File: src/rtl/clock_generator.sv
// Programmable reference-clock divider: 50 % duty generated clock with a runtime
// half period, one-cycle rise/fall strobes and a 32-bit rising-edge counter.
module clock_generator #(
   parameter int unsigned HALF_PERIOD = 5,
   parameter int unsigned CNT_W       = 16
) (
   input  logic             clk,
   input  logic             rst,
   input  logic             en,
   input  logic [CNT_W-1:0] half_period_in,
   input  logic             half_period_load,
   output logic             clock,
   output logic             rise,
   output logic             fall,
   output logic [31:0]      cycle_count
);

   localparam logic [CNT_W-1:0] HALF_RST = CNT_W'(HALF_PERIOD);
   localparam logic [CNT_W-1:0] ONE      = CNT_W'(1);

   logic [CNT_W-1:0] half_q, half_d;
   logic [CNT_W-1:0] phase_q, phase_d;
   logic             clock_q, clock_d;
   logic             rise_q, rise_d;
   logic             fall_q, fall_d;
   logic [31:0]      count_q, count_d;
   logic             load_ok;
   logic             last_phase;

   // A zero half period would never terminate a phase, so such loads are dropped.
   assign load_ok    = half_period_load && (half_period_in != '0);
   assign last_phase = (phase_q == (half_q - ONE));

   always_comb begin
      half_d  = half_q;
      phase_d = phase_q;
      clock_d = clock_q;
      rise_d  = 1'b0;
      fall_d  = 1'b0;
      count_d = count_q;
      if (load_ok) begin
         half_d  = half_period_in;
         phase_d = '0;
      end else if (en) begin
         if (last_phase) begin
            phase_d = '0;
            clock_d = ~clock_q;
            rise_d  = ~clock_q;
            fall_d  = clock_q;
            if (!clock_q) begin
               count_d = count_q + 32'd1;
            end
         end else begin
            phase_d = phase_q + ONE;
         end
      end
   end

   always_ff @(posedge clk) begin
      if (rst) begin
         half_q  <= HALF_RST;
         phase_q <= '0;
         clock_q <= 1'b0;
         rise_q  <= 1'b0;
         fall_q  <= 1'b0;
         count_q <= '0;
      end else begin
         half_q  <= half_d;
         phase_q <= phase_d;
         clock_q <= clock_d;
         rise_q  <= rise_d;
         fall_q  <= fall_d;
         count_q <= count_d;
      end
   end

   assign clock       = clock_q;
   assign rise        = rise_q;
   assign fall        = fall_q;
   assign cycle_count = count_q;

endmodule

File: config.mk
export PLATFORM = sky130hd
export DESIGN_NAME = clock_generator
export DESIGN_NICKNAME = d
export VERILOG_FILES = /design/src/rtl/clock_generator.sv
export SDC_FILE = /design/constraint.sdc
export NUM_CORES = 1
export LEC_CHECK = 0
export CAP_MARGIN = 30
export CORE_MARGIN = 5
export CORE_UTILIZATION = 59
export DETAILED_ROUTE_END_ITERATION = 16
export PLACE_DENSITY = 0.95
export SLEW_MARGIN = 20
export SYNTH_ARGS = -nofsm -noshare
export SYNTH_HDL_FRONTEND = slang
export SYNTH_SLANG_ARGS = --single-unit
File: constraint.sdc
create_clock -name clk -period 8.2 [get_ports clk]
set_clock_uncertainty 0.05 [all_clocks]
set_input_delay 1.64 -clock clk [delete_from_list [all_inputs] [get_ports clk]]
set_output_delay 1.64 -clock clk [all_outputs]
set_load 0.05 [all_outputs]
Word level (Yosys, flattened, before mapping)
Index checks and enable logic that the tools add are counted.

Flip-flop bits (word level): 67. Input bits: 20. Output and inout bits: 35. Word-level logic and storage cells: 21.

Multiplexer cells: 1. Bitwise gates (word level): 4. Add/subtract/negate cells: 3. Eq/ne operators: 1. Reductions and logical operators: 6.

Operators by type and width (number): 32-bit by 1-bit adder with 32-bit output (second input constant) (1); 16-bit by 1-bit adder with 16-bit output (second input constant) (1); 16-bit == test (1); 16-bit two-way mux (1); 16-bit nonzero test (1); 16-bit by 1-bit subtractor with 16-bit output (second input constant) (1); 1-bit NOT (4); 4-bit AND reduction (1); 4-bit OR reduction (1); 3-bit AND reduction (1); 2-bit OR reduction (1); 1-bit logical AND (1).

Depth between registers and ports, before layout
Depth in word-level cells: 4. Gate-level depth with buffers: 12. Mapped depth without buffers: 9.

Least setup slack after synthesis
Ideal clock, no wire load.

Path type: input -> register. From: input half_period_in[15]. To: register count_q[19], in the netlist cycle_count[19]. Cell stages on the path: 7. Arrival: 3.185 ns. Buffers on the path: 0. Data required time: 8.027 ns. Path slack: 4.842 ns. Library setup time: 0.123 ns. Cells stage by stage: nor4_1 -> a41oi_1 -> nand3b_1 -> nor2_2 -> and3_1 -> nand3_1 -> mux2_1.

Cells in the longest elaborated chain, start to end: 4.

Ends and longest elaborated chain: start, declared (RTL line 10) `input logic [CNT_W-1:0] half_period_in,`; 16-bit nonzero test (RTL line 31) `assign load_ok = half_period_load && (half_period_in != '0);`; 1-bit logical AND (RTL line 31); 1-bit NOT (no source line); 4-bit AND reduction (no source line); end signal, assigned (RTL line 73) `count_q <= count_d;`; end, declared (RTL line 26) `logic [31:0] count_q, count_d;`.

No other way between the ends. A chain may end at the register's enable or synchronous reset.

Worst setup path in the final report
Same ends and word-level chain as after synthesis.

==> reports/results.ini <==
[setup_path]
crit_family=simple AND/OR/NAND/NOR gates
r2r_start=half_q[0]
path_max_fanout=22
reg2reg_slack_ns=4.42
max_stage_delay_ns=0.48
worstPathRequired_ns=8.38
cp.arrival_ns=4.34
crit_buf_inv=2
slowest_stage=nor4_1
reg2reg_to=fall
r2r_cells=10
crit_cells=9
path_cells=clkdlybuf4s50_1 > nor4_1 > a41oi_2 > buf_4 > nand3b_1 > nor2_2 > and3_1 > nand3_1 > mux2_1
path_class=in -> reg
start_kind=input pin
endpoint_kind=flip-flop

[floorplanning]
fp-row-count=29
die_y_um=91.77
dieWidth_um=91.77
start_util_pct=61.43
coreArea_um2=6422
ios=55
die_area_um2=8422

[global_routing]
overflow=0
grt_pass1_vias=3601
antenna_found_initial=0
grt_max_degree=83
grt_pass1_wl_um=16560
grt_use_total_pct=23.71

[timing]
fin_crit_sh_pct=50.83
max_slew_margin_pct=47.57
worstMarginPinSlew_ns=0.7792
finalWorstSetupSlack_ns=4.032
rsz0062_at_grt=no
fin_crit_ns=4.168
finalSetupTns_ns=0
setup_viol=0
max_freq_ghz=0.2399
final_max_slew_viol_count=0
finalHoldViolations=0

[yosys]
synth.most_common_cell=nor2_1
syn-mean-instance-area_um2=8.394
synth_common_cells=nor2_1, dfxtp_1, nor2b_1
synth_area_leaders=dfxtp_1, mux2_1, nor2_1
synth_top_flop_cell=dfxtp_1
synth_top_area_share_pct=34.00
yosys_warnings=0
yosysTopAreaCell=dfxtp_1
synth_cell_types=54
synth-seq-area-share_pct=34.00
async_reset_ff_share_pct=0
netlist_instances=470
synth.ff_latch_count=67
synth_edf_count=0
syn_nets=493
syn-cell-area_um2=3945

[worst_hold_path]
hold_path.class=reg -> reg
holdPathEnd=cycle_count[1]
worstHoldPathCells=2
min-delay-start=cycle_count[1]

[placed_design]
dp_slack_ns=3.752
place_inst=579
globalplace.congestion=0.9479
numPortBuffers=54
hpwl_um=6926

[clocking]
root_buffer=clkbuf_8
cts_tree=built
clkSinkCount=67
clk_pin_slew_ns=0.06
hold_buffers=0
postCtsSetupBuffers=0
insertion_delay_ns=0.34
clock_path_buffers=2
cts_buffers=9
cts_htree_levels=3
cts_resized=0

[routing]
drc=0
dr.pass1.iters=5
top_layer=met4
wl_met3_um=622
dr_total_vias=3617
antenna_left=0
via_per_inst=6.120
wl_per_cell_um=16.38
wirelength_met1_um=4019
drt_iter0_markers=221
totalWireLength_um=9679
wl_met2_um=4847

[final_layout]
num-fill-cells=509
seqCellArea_um2=1341
drive_above_1_share_pct=6.031
antenna-diode-count=0
area_growth_pct=17.51
nNetsFinal=536
fin_cells=591
multi_input_area_um2=2425
fin_util_pct=72.18

[outcome]
status=finished clean

[pwr]
p_per_area_nw_per_um2=138.8
power.leakage_nw=1.879
ir_worst_vdd_uv=108.2

[job]
maxCapViolations=0

## registers in the layout (all words and copies together) (netlist names)
signal / cells
fall: 1
cycle_count: 32
half_q: 16
phase_q: 16
clock: 1
rise: 1
## layer usage
| metal | up-vias | track usage, % |
|---|---|---|
| met5 | - | 0 |
| met4 | 0 | 8.416 |
| met3 | 17 | 6.219 |
| met2 | 140 | 41.08 |
| met1 | 1716 | 28.33 |
| li1 | 1744 | - |
## placed cells by master (no fill, tap or decap), types with 18 or more instances in the layout
cell,synthesis,final
nor2_1,73,73
dfxtp_1,67,67
clkdlybuf4s50_1,0,53
nor2b_1,31,31
mux2_1,29,29
nand4_1,27,27
nand3_1,24,24
and3_1,24,24
nor3_1,21,21
nand2_1,18,18
xnor2_1,18,18
## tightest hold or removal path: cells and delay by family (launching register included)
kind / cells / cell delay (ns)
flip-flops: 1 / 0.35
AND/OR/NAND/NOR: 1 / 0.08
multiplexers: 1 / 0.06
## how the worst max path moves through the flow
stage / from / endpoint / slack (ns)
after global routing: half_period_in[15] / cycle_count[19] / 3.90
after floorplan: half_period_in[15] / cycle_count[19] / 4.84
final: half_period_in[15] / cycle_count[19] / 4.03
after CTS: half_period_in[15] / cycle_count[19] / 4.10
after detailed placement: half_period_in[15] / cycle_count[19] / 3.75
after global placement: half_period_in[12] / cycle_count[23] / 3.87
## per-stage QoR
| step | power, mW | hold WS, ns | area (µm²) |
|---|---|---|---|
| floorplan | 0.3957 | 0.4307 | 3945 |
| global placement | 0.4140 | 0.4517 | 4481 |
| detailed placement | 0.4180 | 0.4861 | 4481 |
| CTS | 0.6473 | 0.4922 | 4636 |
| global route | 0.6695 | 0.5268 | 4636 |
| finish | 0.6433 | 0.4889 | 4636 |
## logic make-up (layout without fill, tap and decap cells)
logic type               Yosys count  in the layout  share of synthesized area (%)
AND/OR/NAND/NOR                  257            257                          35.24
AO/OA/AOI/OAI                     25             25                          5.043
flip-flops                        67             67                          34.00
buffers and inverters             39             83                          4.725
multiplexers                      47             47                          12.94
adder cells (fa/ha/maj)            3              3                         0.9516
XOR/XNOR                          32             32                          7.104
## report_power, final
group	switching [mW]	internal, mW	total, mW
logic	0.0426	0.0307	0.0733
clock network	0.112	0.120	0.231
registers	0.00820	0.331	0.339
## area by class of cell
class | count | area share, %
Timing Repair Buffer | 59 | 12.36
Multi-Input combinational cell | 364 | 52.31
Inverter | 12 | 0.9717
Tap cell | 77 | 2.078
Sequential cell | 67 | 28.93
Clock buffer | 12 | 3.347
No activity file was read; power rests on OpenSTA's default activity.
